$ cat src/rtl/ctr_record_buffer_pkg.sv
// ============================================================================
// Package : riscv / ctr_record_buffer_pkg
// Brief   : Shared RISC-V CTR record types plus buffer-local helpers.
// Rev     : 1.0 - initial release
// ============================================================================
`default_nettype none

package riscv;

  localparam int unsigned XLEN          = 32;
  localparam int unsigned CTR_DEPTH_MAX = 256;

  typedef enum logic [1:0] {
    PRIV_LVL_U = 2'b00,
    PRIV_LVL_S = 2'b01,
    PRIV_LVL_M = 2'b11
  } priv_lvl_t;

  typedef enum logic [3:0] {
    CTR_TYPE_NONE    = 4'd0,
    CTR_TYPE_EXC     = 4'd1,
    CTR_TYPE_INTR    = 4'd2,
    CTR_TYPE_TRET    = 4'd3,
    CTR_TYPE_NTBR    = 4'd4,
    CTR_TYPE_TKBR    = 4'd5,
    CTR_TYPE_INDCALL = 4'd8,
    CTR_TYPE_DIRCALL = 4'd9,
    CTR_TYPE_INDJMP  = 4'd10,
    CTR_TYPE_DIRJMP  = 4'd11,
    CTR_TYPE_CORSWAP = 4'd12,
    CTR_TYPE_RET     = 4'd13,
    CTR_TYPE_INDLJMP = 4'd14,
    CTR_TYPE_DIRLJMP = 4'd15
  } ctr_type_t;

  // PC bit 0 is always zero, so only PC[XLEN-1:1] is kept.
  typedef struct packed {
    logic [XLEN-2:0] pc;
    logic            v;
  } ctrsource_rv_t;

  typedef struct packed {
    logic [XLEN-2:0] pc;
    logic            misp;
  } ctrtarget_rv_t;

  typedef struct packed {
    ctrsource_rv_t source;
    ctrtarget_rv_t target;
    ctr_type_t     ctype;
  } ctr_entry_t;

endpackage

package ctr_record_buffer_pkg;

  import riscv::*;

  localparam int unsigned CTR_DEPTH_DEFAULT = 16;

  // Recording enable selected by the privilege of the source instruction;
  // the reserved encoding never records.
  function automatic logic ctr_priv_enabled(input priv_lvl_t priv,
                                            input logic en_m,
                                            input logic en_s,
                                            input logic en_u);
    logic en;
    en = 1'b0;
    case (priv)
      PRIV_LVL_M: en = en_m;
      PRIV_LVL_S: en = en_s;
      PRIV_LVL_U: en = en_u;
      default:    en = 1'b0;
    endcase
    return en;
  endfunction

  // Value presented on the read port for an empty or out-of-range slot.
  function automatic ctr_entry_t ctr_entry_blank();
    ctr_entry_t e;
    e       = '0;
    e.ctype = CTR_TYPE_NONE;
    return e;
  endfunction

endpackage

`default_nettype wire

$ cat src/rtl/ctr_record_buffer_if.sv
// ============================================================================
// Interface : ctr_record_buffer_if
// Brief     : Record capture bus from the serializer and CSR read port.
// Rev       : 1.0 - initial release
// ============================================================================
`default_nettype none

interface ctr_record_buffer_if;

  import riscv::*;

  ctrsource_rv_t rec_source_i;
  ctrtarget_rv_t rec_target_i;
  ctr_type_t     rec_type_i;
  priv_lvl_t     rec_priv_i;

  logic [7:0]    rd_idx_i;
  ctrsource_rv_t rd_source_o;
  ctrtarget_rv_t rd_target_o;
  ctr_type_t     rd_data_o;

  modport master (
    output rec_source_i, rec_target_i, rec_type_i, rec_priv_i, rd_idx_i,
    input  rd_source_o, rd_target_o, rd_data_o
  );

  modport slave (
    input  rec_source_i, rec_target_i, rec_type_i, rec_priv_i, rd_idx_i,
    output rd_source_o, rd_target_o, rd_data_o
  );

endinterface

`default_nettype wire

$ cat src/rtl/ctr_record_buffer_priv_filter.sv
// ============================================================================
// Module : ctr_priv_filter
// Brief  : Combinational record qualification by privilege and type inhibit.
// Rev    : 1.0 - initial release
// ============================================================================
`default_nettype none

module ctr_priv_filter
  import riscv::*;
  import ctr_record_buffer_pkg::*;
(
  input  logic        valid_i,
  input  priv_lvl_t   priv_i,
  input  ctr_type_t   type_i,
  input  logic        en_m_i,
  input  logic        en_s_i,
  input  logic        en_u_i,
  input  logic [15:0] type_inhibit_i,
  output logic        pass_o
);

  // A record passes when offered, its privilege is enabled, its type is not
  // inhibited, and it carries a real type (NONE is never recorded).
  always_comb begin
    pass_o = valid_i
           & ctr_priv_enabled(priv_i, en_m_i, en_s_i, en_u_i)
           & ~type_inhibit_i[type_i]
           & (type_i != CTR_TYPE_NONE);
  end

endmodule

`default_nettype wire

$ cat src/rtl/ctr_record_buffer.sv
// ============================================================================
// Module : ctr_record_buffer
// Brief  : Circular Control Transfer Record store with filtering, freeze,
//          write-pointer control and a logically indexed read port.
// Rev    : 1.0 - initial release
// ============================================================================
`default_nettype none

module ctr_record_buffer
  import riscv::*;
  import ctr_record_buffer_pkg::*;
#(
  parameter  int unsigned DEPTH = CTR_DEPTH_DEFAULT,
  localparam int unsigned PtrW  = $clog2(DEPTH)
) (
  input  logic                clk_i,
  input  logic                rst_i,
  ctr_record_buffer_if.slave  rec_if,
  input  logic                en_m_i,
  input  logic                en_s_i,
  input  logic                en_u_i,
  input  logic [15:0]         type_inhibit_i,
  input  logic                freeze_set_i,
  input  logic                freeze_clr_i,
  input  logic                clear_i,
  input  logic                wrptr_we_i,
  input  logic [PtrW-1:0]     wrptr_wdata_i,
  output logic [PtrW-1:0]     wrptr_o,
  output logic                frozen_o
);

  localparam logic [8:0] DEPTH_W = 9'(DEPTH);

  logic [PtrW-1:0]  wrptr_q, wrptr_d;
  logic [DEPTH-1:0] valid_q, valid_d;
  logic             frozen_q, frozen_d;
  ctr_entry_t       entry_q [DEPTH];

  logic             filt_pass;
  logic             qual;
  logic             capture;
  ctr_entry_t       wr_entry;
  logic [PtrW-1:0]  rd_phys;
  logic             rd_hit;
  ctr_entry_t       rd_entry;

  ctr_priv_filter u_filter (
    .valid_i        (rec_if.rec_source_i.v),
    .priv_i         (rec_if.rec_priv_i),
    .type_i         (rec_if.rec_type_i),
    .en_m_i         (en_m_i),
    .en_s_i         (en_s_i),
    .en_u_i         (en_u_i),
    .type_inhibit_i (type_inhibit_i),
    .pass_o         (filt_pass)
  );

  // Qualify the offered record; a pointer write steals the slot from it.
  always_comb begin
    qual            = filt_pass & ~frozen_q & ~clear_i;
    capture         = qual & ~wrptr_we_i;
    wr_entry.source = rec_if.rec_source_i;
    wr_entry.target = rec_if.rec_target_i;
    wr_entry.ctype  = rec_if.rec_type_i;
  end

  // Next pointer/valid/freeze state: clear beats pointer write beats capture.
  always_comb begin
    wrptr_d  = wrptr_q;
    valid_d  = valid_q;
    frozen_d = freeze_set_i | (frozen_q & ~freeze_clr_i);
    if (clear_i) begin
      wrptr_d = '0;
      valid_d = '0;
    end else if (wrptr_we_i) begin
      wrptr_d = wrptr_wdata_i;
    end else if (capture) begin
      valid_d[wrptr_q] = 1'b1;
      wrptr_d          = wrptr_q + PtrW'(1);
    end
  end

  // Control state register.
  always_ff @(posedge clk_i or posedge rst_i) begin
    if (rst_i) begin
      wrptr_q  <= '0;
      valid_q  <= '0;
      frozen_q <= 1'b0;
    end else begin
      wrptr_q  <= wrptr_d;
      valid_q  <= valid_d;
      frozen_q <= frozen_d;
    end
  end

  // Record payload storage; contents are only visible through valid bits.
  always_ff @(posedge clk_i) begin
    if (capture && !rst_i) begin
      entry_q[wrptr_q] <= wr_entry;
    end
  end

  // Logical read: index 0 is the slot just behind the write pointer.
  always_comb begin
    rd_phys  = wrptr_q - PtrW'(1) - rec_if.rd_idx_i[PtrW-1:0];
    rd_hit   = ({1'b0, rec_if.rd_idx_i} < DEPTH_W) && valid_q[rd_phys];
    rd_entry = rd_hit ? entry_q[rd_phys] : ctr_entry_blank();
    rec_if.rd_source_o = rd_entry.source;
    rec_if.rd_target_o = rd_entry.target;
    rec_if.rd_data_o   = rd_entry.ctype;
    wrptr_o            = wrptr_q;
    frozen_o           = frozen_q;
  end

endmodule

`default_nettype wire

$ cat src/flat_wrapper.sv
// flat-port wrapper written by rule: the top's interface ports become plain ports
module ctr_record_buffer_flat import riscv::*; import ctr_record_buffer_pkg::*;
#(
  parameter  int unsigned DEPTH = CTR_DEPTH_DEFAULT,
  localparam int unsigned PtrW  = $clog2(DEPTH)
)
  (clk_i, rst_i, en_m_i, en_s_i, en_u_i, type_inhibit_i, freeze_set_i, freeze_clr_i, clear_i, wrptr_we_i, wrptr_wdata_i, wrptr_o, frozen_o, rec_if_rec_source_i, rec_if_rec_target_i, rec_if_rec_type_i, rec_if_rec_priv_i, rec_if_rd_idx_i, rec_if_rd_source_o, rec_if_rd_target_o, rec_if_rd_data_o);
  ctr_record_buffer_if rec_if_i ();
  input  logic clk_i;
  input  logic rst_i;
  input  logic en_m_i;
  input  logic en_s_i;
  input  logic en_u_i;
  input  logic [15:0] type_inhibit_i;
  input  logic freeze_set_i;
  input  logic freeze_clr_i;
  input  logic clear_i;
  input  logic wrptr_we_i;
  input  logic [PtrW-1:0] wrptr_wdata_i;
  output logic [PtrW-1:0] wrptr_o;
  output logic frozen_o;
  input wire logic [$bits(rec_if_i.rec_source_i)-1:0] rec_if_rec_source_i;
  input wire logic [$bits(rec_if_i.rec_target_i)-1:0] rec_if_rec_target_i;
  input wire logic [$bits(rec_if_i.rec_type_i)-1:0] rec_if_rec_type_i;
  input wire logic [$bits(rec_if_i.rec_priv_i)-1:0] rec_if_rec_priv_i;
  input wire logic [$bits(rec_if_i.rd_idx_i)-1:0] rec_if_rd_idx_i;
  output wire logic [$bits(rec_if_i.rd_source_o)-1:0] rec_if_rd_source_o;
  output wire logic [$bits(rec_if_i.rd_target_o)-1:0] rec_if_rd_target_o;
  output wire logic [$bits(rec_if_i.rd_data_o)-1:0] rec_if_rd_data_o;
  assign rec_if_i.rec_source_i = rec_if_rec_source_i;
  assign rec_if_i.rec_target_i = rec_if_rec_target_i;
  assign rec_if_i.rec_type_i = rec_if_rec_type_i;
  assign rec_if_i.rec_priv_i = rec_if_rec_priv_i;
  assign rec_if_i.rd_idx_i = rec_if_rd_idx_i;
  assign rec_if_rd_source_o = rec_if_i.rd_source_o;
  assign rec_if_rd_target_o = rec_if_i.rd_target_o;
  assign rec_if_rd_data_o = rec_if_i.rd_data_o;
  ctr_record_buffer #(.DEPTH(DEPTH)) u_core (.clk_i(clk_i), .rst_i(rst_i), .rec_if(rec_if_i), .en_m_i(en_m_i), .en_s_i(en_s_i), .en_u_i(en_u_i), .type_inhibit_i(type_inhibit_i), .freeze_set_i(freeze_set_i), .freeze_clr_i(freeze_clr_i), .clear_i(clear_i), .wrptr_we_i(wrptr_we_i), .wrptr_wdata_i(wrptr_wdata_i), .wrptr_o(wrptr_o), .frozen_o(frozen_o));
endmodule
$ cat config.mk
export PLATFORM = sky130hd
export DESIGN_NAME = ctr_record_buffer_flat
export DESIGN_NICKNAME = d
export VERILOG_FILES = /design/src/rtl/ctr_record_buffer_pkg.sv /design/src/rtl/ctr_record_buffer_if.sv /design/src/rtl/ctr_record_buffer_priv_filter.sv /design/src/rtl/ctr_record_buffer.sv /design/src/flat_wrapper.sv
export SDC_FILE = /design/constraint.sdc
export NUM_CORES = 1
export LEC_CHECK = 0
export BUFFER_PORTS_ARGS = -buffer_cell sky130_fd_sc_hd__buf_4
export CELL_PAD_IN_SITES_DETAIL_PLACEMENT = 0
export CELL_PAD_IN_SITES_GLOBAL_PLACEMENT = 2
export CORE_ASPECT_RATIO = 1.1
export CORE_UTILIZATION = 31
export DETAILED_ROUTE_END_ITERATION = 10
export GPL_TIMING_DRIVEN = 0
export PLACE_DENSITY_LB_ADDON = 0.05
export SLEW_MARGIN = 20
export SYNTH_ARGS = -nofsm -noshare
export SYNTH_HDL_FRONTEND = slang
export SYNTH_HIERARCHICAL = 1
export SYNTH_SLANG_ARGS = --single-unit
$ cat constraint.sdc
create_clock -name clk_i -period 7.4 [get_ports clk_i]
set_clock_uncertainty 0.2 [all_clocks]
set_input_delay 1.48 -clock clk_i [delete_from_list [all_inputs] [get_ports clk_i]]
set_output_delay 1.48 -clock clk_i [all_outputs]
set_load 0.03 [all_outputs]
======== Word-level counts from Yosys, hierarchy flattened ========
Memories as Yosys holds them, arrays and structs flattened.
Cells that the tools add are included.
cells by class
  $lt $le $gt $ge ......................... 5
  add/subtract/negate cells ............... 3
  equality and inequality tests ........... 3
  multiplexer cells ....................... 16
  bitwise logic cells ..................... 14
  reductions and logical operators ........ 9
operator list
  cell                                                               number
  two-way mux 68 bit                                                 1
  two-way mux 16 bit                                                 3
  bitwise OR 16 bit                                                  1
  less-than comparator 4 x 5 -> 1 bit, second input constant         3
  two-way mux 4 bit                                                  3
  binary-select mux 1 bit (select 4 bit)                             2
  less-than comparator 8 x 5 -> 1 bit, second input constant         1
  AND 1 bit                                                          7
  two-way mux 1 bit                                                  5
  inverter 1 bit                                                     5
  adder 4 x 1 -> 4 bit, second input constant                        1
  demux 1 bit (select 4 bit)                                         1
  greater-or-equal comparator 4 x 1 -> 1 bit, second input constant  1
  nonzero test 4 bit                                                 1
  subtractor 4 x 1 -> 4 bit, second input constant                   1
  subtractor 4 bit                                                   1
  logical AND 1 bit                                                  3
  one-hot mux 1 bit (3 select lines)                                 1
  nonzero test 3 bit                                                 1
  equality test 2 x 1 -> 1 bit, second input constant                1
  equality test 2 bit, second input constant                         1
  logical NOT 2 bit                                                  1
  != test 2 bit, second input constant                               1
  AND reduction 2 bit                                                1
  other kinds (3)                                                    3
word-level totals
  memories kept ........................... 1
  output and inout bits ................... 73
  input port bits ......................... 107
  logic and storage cells ................. 54
  memory bits (writable) .................. 1088
  bits in registers ....................... 21
memory list
  name            words  width  rd ports  clocked after Yosys merged registers in  wr ports  RTL line                 RTL
  u_core.entry_q  16     68     1         0                                        1         ctr_record_buffer.sv:37  ctr_entry_t entry_q [DEPTH];

======== Longest topological paths before layout ========
  depth after elaboration ................. 11
  gate-level depth with buffers ........... 13
  depth with buffers taken out ............ 9

======== By module ========
The synthesis kept the hierarchy.
by module, submodules not included
  module             instances  cells an instance  area each (um^2)  sequential area each (um^2)
  ctr_record_buffer  1          1797               42269.3           33196.8
  ctr_priv_filter    1          19                 171.4             0.0

======== Least setup slack after synthesis ========
OpenSTA, ideal clock, no wires.
  path kind ............................... input to register
  from .................................... in rec_if_rec_type_i[1]
  to ...................................... mem u_core/entry_q[12][0] (netlist name), enable pin
  data required time ...................... 6.705 ns
  arrival time ............................ 6.219 ns
  buffers on the path ..................... 1
  stages .................................. 9
  library setup time ...................... 0.495 ns
  path slack .............................. 0.486 ns
  cells stage by stage .................... buf_6 mux2i_1 nor3b_1 or4_1 a21oi_1 nor2b_1 nor3b_1 nand2_1 nor2_1
on the way
  longest elaborated chain between the ends .. 11
  elaborated cells on any way between the ends .. 12
  classes of those cells .................. 4 x mux; 6 x bitwise; 2 x reduce/logical
ends and longest elaborated chain
  item                                       RTL line                             RTL
  start: declaration                         flat_wrapper.sv:24                   input wire logic [$bits(rec_if_i.rec_type_i)-1:0] rec_if_rec_type_i;
  binary-select mux 1 bit (select 4 bit)     ctr_record_buffer_priv_filter.sv:27  & ~type_inhibit_i[type_i]
  two-way mux 1 bit (not written as such)    ctr_record_buffer_priv_filter.sv:27
  inverter 1 bit                             ctr_record_buffer_priv_filter.sv:27
  AND 1 bit                                  ctr_record_buffer_priv_filter.sv:27
  AND 1 bit *                                ctr_record_buffer_priv_filter.sv:28  & (type_i != CTR_TYPE_NONE);
  net u_core.filt_pass                       ctr_record_buffer.sv:39              logic filt_pass;
  AND 1 bit * (2 in series)                  ctr_record_buffer.sv:60              qual = filt_pass & ~frozen_q & ~clear_i;
  AND 1 bit *                                ctr_record_buffer.sv:61              capture = qual & ~wrptr_we_i;
  logical AND 1 bit *                        ctr_record_buffer.sv:98              if (capture && !rst_i) begin
  two-way mux 1 bit *                        ctr_record_buffer.sv:98
  two-way mux 1 bit (not written as such) *  ctr_record_buffer.sv:99              entry_q[wrptr_q] <= wr_entry;
  end: declaration                           ctr_record_buffer.sv:37
Mark *: on every way through the listed nets, which the timed path passes. The rest lies on a longest branch. The select of a mux whose other input is x is not followed.

======== Final worst setup path ========
  from .................................... in rec_if_rd_idx_i[0]
  to ...................................... out rec_if_rd_target_o[13]
on the way
  longest elaborated chain between the ends .. 5
  elaborated cells on any way between the ends .. 7
  classes of those cells .................. 1 x add/sub; 1 x order compare; 3 x mux; 1 x reduce/logical; 1 x memory
ends and longest elaborated chain
  item                                     RTL line                  RTL
  start: declaration                       flat_wrapper.sv:26        input wire logic [$bits(rec_if_i.rd_idx_i)-1:0] rec_if_rd_idx_i;
  subtractor 4 bit                         ctr_record_buffer.sv:105  rd_phys = wrptr_q - PtrW'(1) - rec_if.rd_idx_i[PtrW-1:0];
  binary-select mux 1 bit (select 4 bit)   ctr_record_buffer.sv:106  rd_hit = ({1'b0, rec_if.rd_idx_i} < DEPTH_W) && valid_q[rd_phys];
  two-way mux 1 bit (not written as such)  ctr_record_buffer.sv:106
  logical AND 1 bit                        ctr_record_buffer.sv:106
  two-way mux 68 bit *                     ctr_record_buffer.sv:107  rd_entry = rd_hit ? entry_q[rd_phys] : ctr_entry_blank();
  end: declaration                         flat_wrapper.sv:28        output wire logic [$bits(rec_if_i.rd_target_o)-1:0] rec_if_rd_target_o;
Every way passes the cells marked *; elsewhere a longest branch is shown, timed or not. The select of a mux whose other input is x is not followed.

==> results.md <==
* **number of antenna violations at the first check in global routing** 8
* **Core ar.** 136000 um2
* **Starting DRT DRC Count** 1432
* **worst path setup slack after routing** 0.204 ns
* **Finished Cell Area** 51900 um2
* **signed area change from the synthesized netlist to the final layout** 22.2%
* **number of buffers created by CTS** 121
* **DIE HEIGHT** 390 um
* **Mapped Avg Cell Area** 23.4 um2
* **CTS tree** yes
* **WP data arrival** 5.52 ns
* **clock tree root driver cell** clkbuf_16
* **Filler Cells Inserted** 12400
* **Seq/Total Area, Yosys** 78.2%
* **placed cells** 3875
* **worst-margin pin slew** 1.19 ns
* **number of max-slew violations in the final report** 0
* **Total Routed Length** 117 mm
* **Critical Path Fanout Max** 10
* **total leakage power** 16.8 nW
* **# Post-CTS Setup Buffers** 0
* **total global routing overflow** 0
* **Post-DP HPWL** 76.0 mm
* **element type at the critical path end** output pin
* **pwr dens** 268 nW/um2
* **global-route wire length before repair** 166 mm
* **outcome** finished, violations left
* **highest attainable clock frequency** 139 MHz
* **max-cap check violation count** 0
* **fin cells** 4099
* **Critical Path Start Type** input port
* **Final nets** 2313
* **Cell Area, Placed** 48100 um2
* **routed length per placed instance** 28.6 um
* **total DRC errors in the routed layout** 2
* **worst hold-check slack** 0.344 ns
* **buffers from clock root to sink, at most** 3
* **via count of the first global-routing pass** 22100
* **violated checks** design-rule violations
* **CTS clk-pin slew, worst paths** 0.05 ns
* **x dimension of the die** 355 um
* **classification of the worst-slack hold path** flop to flop
* **largest voltage drop on the vdd net** 0.000195 V
* **Crit Reg-Reg Startpoint** u_core/frozen_o
* **Setup WS pre-CTS** -0.259 ns
* **routed via count divided by cell count** 4.89
* **Hold Crit Endpoint** u_core/valid_q[1]
* **top-level I/O count** 180
* **startpoint-to-endpoint class of the critical path** input port to output pin
* **global placer's final weighted congestion** 0.674
* **number of distinct library cell variants in the gate-level netlist after synthesis** 35
* **Reg2Reg Setup Slack** 3.99 ns
* **cell count after synthesis** 1816
* **CTS H-tree depth** 3
* **fin crit share** 97.2%
* **number of flops mapped to enable cells by yosys** 1088
* **maximum number of pins on one net before global-route repair** 25
* **total negative setup slack** 0 ns
* **CTS Hold Bufs** 0
* **main flop type after synthesis** edfxtp_1
* **Req. time, crit path** 5.72 ns
* **Hold Path Cell Cnt** 2
* **min-delay src** u_core/valid_q[1]
* **initial standard-cell utilization of the core** 31.2%
* **number of warning messages in the yosys log** 6
* **depth of the worst register-to-register path** 6
* **Setup-failing EPs final** 0
* **iteration count of the initial detailed-routing pass** 8
* **overall die area** 138000 um2
* **total of flip-flops plus latches after synthesis** 1109
* **final hold violation count** 0
* **post-CTS resize count** 3
* **Async SR Flop Fraction** 1.89%
* **number of clock sinks** 1109
* **Worst slew margin** 20.4%
* **Min Clock Period, post-route** 7.20 ns
* **RSZ-0062 raised after global routing** no
* **clock latency of the later-clocked register in the worst-skew pair** 0.72 ns
* **floorplan row count** 142
* **antenna-violating nets left** 0
* **Crit Reg-Reg Endpoint** u_core/entry_q[4][49]
* **vias** 20000
* **Post-Synthesis Net Count** 1931
* **number of buffer cells added on primary ports** 177
* **netlist area before placement** 42400 um2
* **all-layer global routing usage** 17.2%
* **fraction of final layout cells sized beyond drive strength 1** 33.3%
==> sequential cells by signal, indices dropped and copies added, names as in the netlist <==
| signal | flops |
|---|---|
| u_core/valid_q | 16 |
| u_core/entry_q | 1088 |
| u_core/frozen_o | 1 |
| u_core/wrptr_o | 4 |
==> worst max-delay path by stage <==
stage / startpoint / end / cells past startpoint / slack (ns)
CTS: rec_if_rd_idx_i[0] / rec_if_rd_source_o[0] / 13 / 0.12
global route: rec_if_rd_idx_i[0] / rec_if_rd_target_o[1] / 12 / 0.07
detailed placement: rec_if_rd_idx_i[0] / rec_if_rd_source_o[0] / 13 / -0.26
global placement: rec_if_rec_type_i[1] / u_core/entry_q[13][31] / 10 / -5.82
floorplan: rec_if_rec_type_i[1] / u_core/entry_q[12][0] / 9 / 0.49
finish: rec_if_rd_idx_i[0] / rec_if_rd_target_o[13] / 13 / 0.20
==> through the flow <==
step | power, mW | utilization [%]
finish | 13.9 | 38.1
global route | 14.4 | 38.1
CTS | 14.1 | 38.1
detailed placement | 8.33 | 35.3
global placement | 8.32 | 33.8
floorplan | 7.85 | -
==> critical path: stages <==
cell and delay [ns]:
buf_4 0.11, inv_1 0.05, ha_1 0.15, inv_1 0.05, fa_1 0.45, xnor2_4 0.42, mux4_2 0.56, nor2_1 0.10
or4_1 0.11, clkbuf_1 0.61, clkbuf_1 0.78, o22ai_1 0.34, buf_4 0.28
==> report_power, final <==
part	leakage (nW)	switching (mW)	internal (mW)
Clock	1.83	2.46	3.29
Combinational	4.90	0.694	0.564
Sequential	10.1	0.00282	6.90
Total	16.8	3.15	10.7
==> placed cells by master (no fill, tap or decap), types with 9 or more instances in the layout <==
cell / instances
inv_1: 24
buf_4: 179
dfrtp_1: 21
nand2_1: 13
clkinv_1: 31
buf_12: 36
clkbuf_16: 124
clkbuf_1: 74
o22ai_1: 84
buf_16: 42
mux4_2: 275
mux2i_1: 143
buf_2: 38
edfxtp_1: 1088
nor2_4: 16
clkinv_2: 23
nor2_1: 9
==> synth_stat cells (2+ instances only) <==
library cell | n | share of area [%]
a21o_1 | 2 | 0.035
nand3_1 | 3 | 0.035
buf_4 | 2 | 0.035
xor2_1 | 2 | 0.041
nor2b_1 | 2 | 0.029
a21oi_1 | 4 | 0.047
dfrtp_1 | 21 | 1.2
clkbuf_1 | 52 | 0.46
xnor2_1 | 3 | 0.062
mux2i_1 | 143 | 3.4
ha_1 | 7 | 0.21
nand2b_1 | 4 | 0.059
buf_2 | 34 | 0.40
buf_1 | 7 | 0.062
nor3b_1 | 2 | 0.035
nand2_1 | 13 | 0.11
o21ai_0 | 2 | 0.024
buf_6 | 3 | 0.080
o22ai_1 | 84 | 1.2
inv_1 | 24 | 0.21
mux4_2 | 275 | 15
mux4_1 | 2 | 0.12
edfxtp_1 | 1088 | 77
nor2_1 | 25 | 0.22
or4_1 | 2 | 0.035
==> kinds of logic (layout without fill, tap and decap cells) <==
family          after synthesis  after routing  share of synthesized area (%)
simple gates                 55             55                          0.590
flops                      1109           1109                           78.2
other cells                   0              2                              0
xor+xnor                      6              6                          0.168
compound gates               95             95                           1.40
mux                         421            421                           18.1
fa+ha+maj                     8              8                          0.254
buf+inv                     122            603                           1.25
==> final cells by class <==
| class | count | area [um2] | area share (%) |
|---|---|---|---|
| antenna | 2 | 5.00 | 0.00965 |
| buffer | 98 | 454 | 0.876 |
| clock buffer | 153 | 3210 | 6.19 |
| clock inverter | 69 | 542 | 1.04 |
| inverter | 24 | 90.1 | 0.174 |
| multi-input combinational | 585 | 8830 | 17.0 |
| sequential | 1109 | 33200 | 64.0 |
| tap | 1800 | 2250 | 4.34 |
| timing repair buffer | 259 | 3270 | 6.30 |
==> per-layer routing <==
layer  part of all wire (%)  vias up  GRT usage [%]
met5                  0.065        -              0
met4                    1.7       12           4.27
met3                    4.3      136           2.72
met2                     51      426           29.4
met1                     43    10900           22.8
li1                       -     8534              -
Power figures use the tool's default switching activity.
